==> config.mk <==
export PLATFORM = sky130hd
export DESIGN_NAME = pattern_match_scheduler_flat
export DESIGN_NICKNAME = d
export VERILOG_FILES = /design/src/rtl/pattern_match_scheduler_pkg.sv /design/src/rtl/pattern_match_scheduler_if.sv /design/src/rtl/pattern_match_scheduler_rr_arbiter.sv /design/src/rtl/pattern_match_scheduler.sv /design/src/flat_wrapper.sv
export SDC_FILE = /design/constraint.sdc
export NUM_CORES = 1
export LEC_CHECK = 0
export BUFFER_PORTS_ARGS = -buffer_cell sky130_fd_sc_hd__buf_2
export CAP_MARGIN = 20
export CELL_PAD_IN_SITES_DETAIL_PLACEMENT = 1
export CELL_PAD_IN_SITES_GLOBAL_PLACEMENT = 2
export CORE_MARGIN = 2
export CORE_UTILIZATION = 25
export CTS_CLUSTER_DIAMETER = 40
export DETAILED_ROUTE_END_ITERATION = 6
export PLACE_DENSITY = 0.58
export SLEW_MARGIN = 10
export SYNTH_ARGS = -nofsm -noshare
export SYNTH_HDL_FRONTEND = slang
export SYNTH_SLANG_ARGS = --single-unit
==> constraint.sdc <==
create_clock -name clk -period 10 [get_ports clk]
set_clock_uncertainty 0.15 [all_clocks]
set_input_delay 0.5 -clock clk [delete_from_list [all_inputs] [get_ports clk]]
set_output_delay 0.5 -clock clk [all_outputs]
set_load 0.02 [all_outputs]
==> src/rtl/pattern_match_scheduler_pkg.sv <==
// rtl/pattern_match_scheduler_pkg.sv - shared types and constants for the pattern match scheduler
// Purpose: controller state enum, channel/pattern/counter sizes, reset pattern
//          and a one-hot to index helper shared by the scheduler files.
// Ports:   none (package).
package pattern_match_scheduler_pkg;

  localparam int NUM_CH = 4;
  localparam int PAT_W  = 4;
  localparam int CNT_W  = 8;
  localparam logic [PAT_W-1:0] DEFAULT_PATTERN = 4'b1101;

  typedef enum logic {
    IDLE = 1'b0,
    RUN  = 1'b1
  } state_t;

  // Index of the set bit in a one-hot channel vector (0 when none is set).
  function automatic logic [1:0] onehot_to_idx(input logic [NUM_CH-1:0] oh);
    logic [1:0] idx;
    idx = 2'd0;
    for (int k = 0; k < NUM_CH; k++) begin
      if (oh[k]) idx = 2'(k);
    end
    return idx;
  endfunction

endpackage

==> src/rtl/pattern_match_scheduler_if.sv <==
// rtl/pattern_match_scheduler_if.sv - channel, configuration and status bundle of the scheduler
// Purpose: groups the run enable, per-channel request/data/grant, configuration
//          strobe, match report and counter read port.
// Ports:   master - drives en, req, bit_in, cfg_*, cnt_sel; observes gnt, match_*, cnt_out.
//          slave  - the scheduler side of the same signals.
interface pattern_match_scheduler_if;
  import pattern_match_scheduler_pkg::*;

  logic              en;
  logic [NUM_CH-1:0] req;
  logic [NUM_CH-1:0] bit_in;
  logic [NUM_CH-1:0] gnt;
  logic              cfg_we;
  logic [PAT_W-1:0]  cfg_pattern;
  logic              cfg_overlap;
  logic              match_valid;
  logic [1:0]        match_ch;
  logic [1:0]        cnt_sel;
  logic [CNT_W-1:0]  cnt_out;

  modport master (
    output en, req, bit_in, cfg_we, cfg_pattern, cfg_overlap, cnt_sel,
    input  gnt, match_valid, match_ch, cnt_out
  );

  modport slave (
    input  en, req, bit_in, cfg_we, cfg_pattern, cfg_overlap, cnt_sel,
    output gnt, match_valid, match_ch, cnt_out
  );

endinterface

==> src/rtl/pattern_match_scheduler_rr_arbiter.sv <==
// rtl/pattern_match_scheduler_rr_arbiter.sv - combinational round-robin channel picker
// Purpose: grants the first requesting channel found searching ptr, ptr+1, ... mod 4.
// Ports:   req - per-channel request; ptr - search start; gnt - one-hot grant (0 if no req).
module rr_arbiter
  import pattern_match_scheduler_pkg::*;
(
  input  logic [NUM_CH-1:0] req,
  input  logic [1:0]        ptr,
  output logic [NUM_CH-1:0] gnt
);

  logic [1:0] idx;
  logic       found;

  always_comb begin
    gnt   = '0;
    idx   = 2'd0;
    found = 1'b0;
    for (int k = 0; k < NUM_CH; k++) begin
      idx = ptr + 2'(k);
      if (!found && req[idx]) begin
        gnt[idx] = 1'b1;
        found    = 1'b1;
      end
    end
  end

endmodule

==> src/rtl/pattern_match_scheduler.sv <==
// rtl/pattern_match_scheduler.sv - round-robin serial pattern matcher over four channels
// Purpose: takes one bit per cycle from a round-robin selected channel, runs it through
//          a shared matcher against that channel's history, reports matches and keeps
//          per-channel saturating match counters.
// Ports:   clk - clock; clr - asynchronous active-high reset;
//          io  - slave side of pattern_match_scheduler_if (en, req, bit_in, gnt,
//                cfg_we/cfg_pattern/cfg_overlap, match_valid/match_ch, cnt_sel/cnt_out).
module pattern_match_scheduler #(
  parameter int NUM_CH = 4,
  parameter int PAT_W  = 4
) (
  input logic                     clk,
  input logic                     clr,
  pattern_match_scheduler_if.slave io
);
  import pattern_match_scheduler_pkg::*;

  state_t            state;
  logic [PAT_W-1:0]  pattern;
  logic              overlap;
  logic [1:0]        ptr;
  logic [PAT_W-2:0]  hist [NUM_CH];
  logic [1:0]        fill [NUM_CH];
  logic [CNT_W-1:0]  cnt  [NUM_CH];
  logic              match_valid_q;
  logic [1:0]        match_ch_q;

  logic [NUM_CH-1:0] arb_gnt;
  logic [NUM_CH-1:0] gnt;
  logic              grant;
  logic [1:0]        gidx;
  logic [PAT_W-1:0]  window;
  logic              hit;

  rr_arbiter u_arb (
    .req (io.req),
    .ptr (ptr),
    .gnt (arb_gnt)
  );

  // A configuration write owns the cycle, so no channel is consumed alongside it.
  assign gnt    = (state == RUN && io.en && !io.cfg_we) ? arb_gnt : '0;
  assign grant  = |gnt;
  assign gidx   = onehot_to_idx(gnt);
  assign window = {hist[gidx], io.bit_in[gidx]};
  // fill==3 means three older bits are real, so the 4-bit window is fully populated.
  assign hit    = grant && (window == pattern) && (fill[gidx] == 2'd3);

  assign io.gnt         = gnt;
  assign io.match_valid = match_valid_q;
  assign io.match_ch    = match_ch_q;
  assign io.cnt_out     = cnt[io.cnt_sel];

  always_ff @(posedge clk or posedge clr) begin
    if (clr) begin
      state         <= IDLE;
      pattern       <= DEFAULT_PATTERN;
      overlap       <= 1'b1;
      ptr           <= 2'd0;
      match_valid_q <= 1'b0;
      match_ch_q    <= 2'd0;
      for (int i = 0; i < NUM_CH; i++) begin
        hist[i] <= '0;
        fill[i] <= 2'd0;
        cnt[i]  <= '0;
      end
    end else begin
      match_valid_q <= 1'b0;

      case (state)
        IDLE:    if (io.cfg_we) state <= RUN;
        RUN:     state <= RUN;
        default: state <= IDLE;
      endcase

      if (io.cfg_we) begin
        pattern <= io.cfg_pattern;
        overlap <= io.cfg_overlap;
        ptr     <= 2'd0;
        for (int i = 0; i < NUM_CH; i++) begin
          hist[i] <= '0;
          fill[i] <= 2'd0;
          cnt[i]  <= '0;
        end
      end else if (grant) begin
        ptr <= gidx + 2'd1;
        if (hit && !overlap) begin
          hist[gidx] <= '0;
          fill[gidx] <= 2'd0;
        end else begin
          hist[gidx] <= window[PAT_W-2:0];
          fill[gidx] <= (fill[gidx] == 2'd3) ? 2'd3 : fill[gidx] + 2'd1;
        end
        if (hit) begin
          match_valid_q <= 1'b1;
          match_ch_q    <= gidx;
          if (cnt[gidx] != '1) cnt[gidx] <= cnt[gidx] + 1'b1;
        end
      end
    end
  end

endmodule

==> src/flat_wrapper.sv <==
// flat-port wrapper written by rule: the top's interface ports become plain ports
module pattern_match_scheduler_flat import pattern_match_scheduler_pkg::*;
#(
  parameter int NUM_CH = 4,
  parameter int PAT_W  = 4
)
  (clk, clr, io_en, io_req, io_bit_in, io_cfg_we, io_cfg_pattern, io_cfg_overlap, io_cnt_sel, io_gnt, io_match_valid, io_match_ch, io_cnt_out);
  pattern_match_scheduler_if io_i ();
  input logic clk;
  input logic clr;
  input wire logic [$bits(io_i.en)-1:0] io_en;
  input wire logic [$bits(io_i.req)-1:0] io_req;
  input wire logic [$bits(io_i.bit_in)-1:0] io_bit_in;
  input wire logic [$bits(io_i.cfg_we)-1:0] io_cfg_we;
  input wire logic [$bits(io_i.cfg_pattern)-1:0] io_cfg_pattern;
  input wire logic [$bits(io_i.cfg_overlap)-1:0] io_cfg_overlap;
  input wire logic [$bits(io_i.cnt_sel)-1:0] io_cnt_sel;
  output wire logic [$bits(io_i.gnt)-1:0] io_gnt;
  output wire logic [$bits(io_i.match_valid)-1:0] io_match_valid;
  output wire logic [$bits(io_i.match_ch)-1:0] io_match_ch;
  output wire logic [$bits(io_i.cnt_out)-1:0] io_cnt_out;
  assign io_i.en = io_en;
  assign io_i.req = io_req;
  assign io_i.bit_in = io_bit_in;
  assign io_i.cfg_we = io_cfg_we;
  assign io_i.cfg_pattern = io_cfg_pattern;
  assign io_i.cfg_overlap = io_cfg_overlap;
  assign io_i.cnt_sel = io_cnt_sel;
  assign io_gnt = io_i.gnt;
  assign io_match_valid = io_i.match_valid;
  assign io_match_ch = io_i.match_ch;
  assign io_cnt_out = io_i.cnt_out;
  pattern_match_scheduler #(.NUM_CH(NUM_CH), .PAT_W(PAT_W)) u_core (.clk(clk), .clr(clr), .io(io_i));
endmodule
==> run metrics <==
async set-reset flop share out of synthesis=1.00; outcome=finished clean; max_cap viols=0; Tot Pwr=slightly below 0.0008 W; hpwl dp=11,300 um; clock latency on the worst-skew pair=350 ps; post-synthesis sequential area ratio=0.356; die area=18,800 um2; WP data arrival=between 6000 and 7000 ps; initial antenna violation count=0; total track usage=0.188; synthesis-to-layout area growth=14.8%; Wirelength per Cell=roughly 23 um; unrepaired setup endpoints after global routing=false; CTS tree=done; Mapped Area=4440 um2; total core area=~17,000 um2; post-synth top area share=0.332; Die H=approximately 140 um; worst-path fanout max=30; cts bufs inserted=9; Flop pwr share=0.350; post-synth top area cell=dfrtp_1; clk root buf=clkbuf_16; CTS H-Tree Depth=3; PD cells=between 150 and 200 nW/um2; Clock power frac=0.412; count of final setup violators=0; Worst Setup Start Kind=register; Final Max Slew Viols=0; FILL cells=between 2,000 and 2,500; Worst-Margin Slew=about 1000 ps; Gate power share=0.237; IO Pins=34; # diodes=0; CP Class=register to register; Die W=between 100 and 150 um; fin nets=531; final worst setup slack=around 3900 ps; Post-synth EDFFs=0; Final Hold Viols=0; Syn. warnings=0; Initial Utilization=0.256; Vias per Instance=5.71; area of the multi-input gates=~2700 um2; Worst EP required=10,030 ps; Net Sw Frac=0.336; dpl cells=roughly 700; Psw=around 0.00026 W; pre-CTS setup slack=about 3900 ps; Hold Path Class=input port to register; Setup Buffers After CTS=0; Routed Antenna Nets=0; Remaining DRCs=0; CP Capture Type=register; layout cells sized above 1=0.208; Initial DRT Pass Iterations=5; Std-Cell Rows=between 40 and 50; vias in the first global route=around 4,300; WHS=roughly 230 ps; most common library cell in the layout ignoring fill and taps=dfrtp_1; sink count of the clock tree=63; largest cells by area after synthesis=dfrtp_1 33%, mux4_2 6.1%, a21oi_1 4.6%; Cell Int Power=slightly above 0.0005 W; first-pass GRT wire length=about 26,000 um; VDD IR max=a little under 0.00008 V; cells after synthesis=480; most frequent cells in the layout=59 x dfrtp_1, 41 x a21oi_1, 41 x nand2_1; initial drt markers=about 250; Register Area=1580 um2; Syn Area/Cell=about 9.3 um2; # resized after CTS=0; syn_nets=511; library cells used by synthesis=70; Seq cells post-synth=63; Final Critical Period=between 6000 and 7000 ps; largest net degree at the start of global routing=64; WL final=16,700 um; gr ovfl total=0; GPL Wtd Cong=around 0.81; Worst-path clk slew=60 ps; f_max=163 MHz; fin crit share=0.614; Top FF cell, synth=dfrtp_1; Hold-fix buffers, CTS=0; CTS max path bufs=2; LEAKAGE=2.06 nW; via count=4,167; IO Port Bufs=33; Slew HR=0.307; final setup TNS=0 ps; Post-Layout Cell Count=between 700 and 800
area by class of cell:
type / count / share of cell area
Clock inverter: 3 / 0.00835
Sequential cell: 63 / 0.310
Inverter: 17 / 0.0128
Multi-Input combinational cell: 370 / 0.523
Timing Repair Buffer: 39 / 0.0412
Clock buffer: 13 / 0.0491
Tap cell: 225 / 0.0552
layer usage:
layer | GRT usage | vias to the layer above | share of wire
met1 | 0.260 | 2151 | 0.49
li1 | - | 1886 | -
met4 | 0.0670 | 0 | 0.022
met2 | 0.294 | 102 | 0.46
met3 | 0.0327 | 28 | 0.036
met5 | 0 | - | 0
through the flow:
step / utilization / cell area [um2]
after floorplan: - / 4440
after global placement: 0.277 / 4800
after detailed placement: 0.277 / 4800
after CTS: 0.294 / 5100
after global routing: 0.294 / 5100
final: 0.294 / 5100
state kept, by name, indices dropped and copies added (netlist names):
signal	count
u_core.cnt	32
u_core.ptr	2
u_core.io.match_ch	2
u_core.overlap	1
u_core.state	1
u_core.hist	12
u_core.pattern	4
u_core.fill	8
u_core.io.match_valid	1
final timing paths:
path	startpoint	endpoint	slack (ps)	depth (start not counted)
setup / recovery	u_core.ptr[0]	u_core.hist[9]	3860	14
hold / removal	io_cfg_pattern[1]	u_core.pattern[1]	230	2
setup reg to reg	u_core.ptr[0]	u_core.hist[9]	3860	14
hold reg to reg	u_core.io.match_ch[0]	u_core.io.match_ch[0]	320	2
max in group asynchronous	clr	u_core.hist[3]	8850	3
min in group asynchronous	clr	u_core.cnt[13]	280	3
cell families (layout without fill, tap and decap cells):
kind of cell    after synthesis  in the layout  synth area share
xor+xnor                      5              5           0.00986
mux                          34             34             0.118
simple gates                154            154             0.175
fa+ha+maj                    12             12            0.0338
flops                        63             63             0.356
compound gates              165            165             0.261
buf+inv                      47             72            0.0459
power by group through the flow:
stage	sequential, W	clock [W]	combinational (W)
finish	0.000274	0.000323	0.000186
global route	0.000275	0.000342	0.000203
CTS	0.000274	0.000330	0.000186
detailed placement	0.000278	0	0.000185
global placement	0.000278	0	0.000183
floorplan	0.000273	0	0.000128
worst max-delay path, stage by stage (launching register included):
cell,delay (ps)
dfrtp_1,720
inv_1,230
ha_1,470
mux2_2,380
a221oi_2,330
o311ai_2,130
buf_4,210
nand2_2,340
inv_2,180
o41ai_1,620
a311o_1,200
o2111ai_1,240
or4_4,790
nor2_2,720
o22ai_1,200
synth_stat cells, drive strengths merged, types with 3 or more instances:
| cell | count |
|---|---|
| dfrtp | 59 |
| nand2 | 43 |
| a21oi | 42 |
| o21ai | 37 |
| nand3 | 32 |
| nor2 | 22 |
| clkbuf | 17 |
| inv | 16 |
| mux2 | 15 |
| buf | 13 |
| and3 | 12 |
| ha | 12 |
| mux4 | 12 |
| o22ai | 12 |
| o211ai | 11 |
| nor2b | 9 |
| o41ai | 9 |
| mux2i | 7 |
| nor3 | 7 |
| a211oi | 6 |
| a32o | 6 |
| and2 | 6 |
| o32ai | 6 |
| a221oi | 5 |
| a32oi | 4 |
| dfstp | 4 |
| nand2b | 4 |
| or3 | 4 |
| xnor2 | 4 |
| a31oi | 3 |
| nand4 | 3 |
| nor4 | 3 |
| o2111ai | 3 |
| o31ai | 3 |
| or4 | 3 |
No activity file was read; power rests on OpenSTA's default activity.
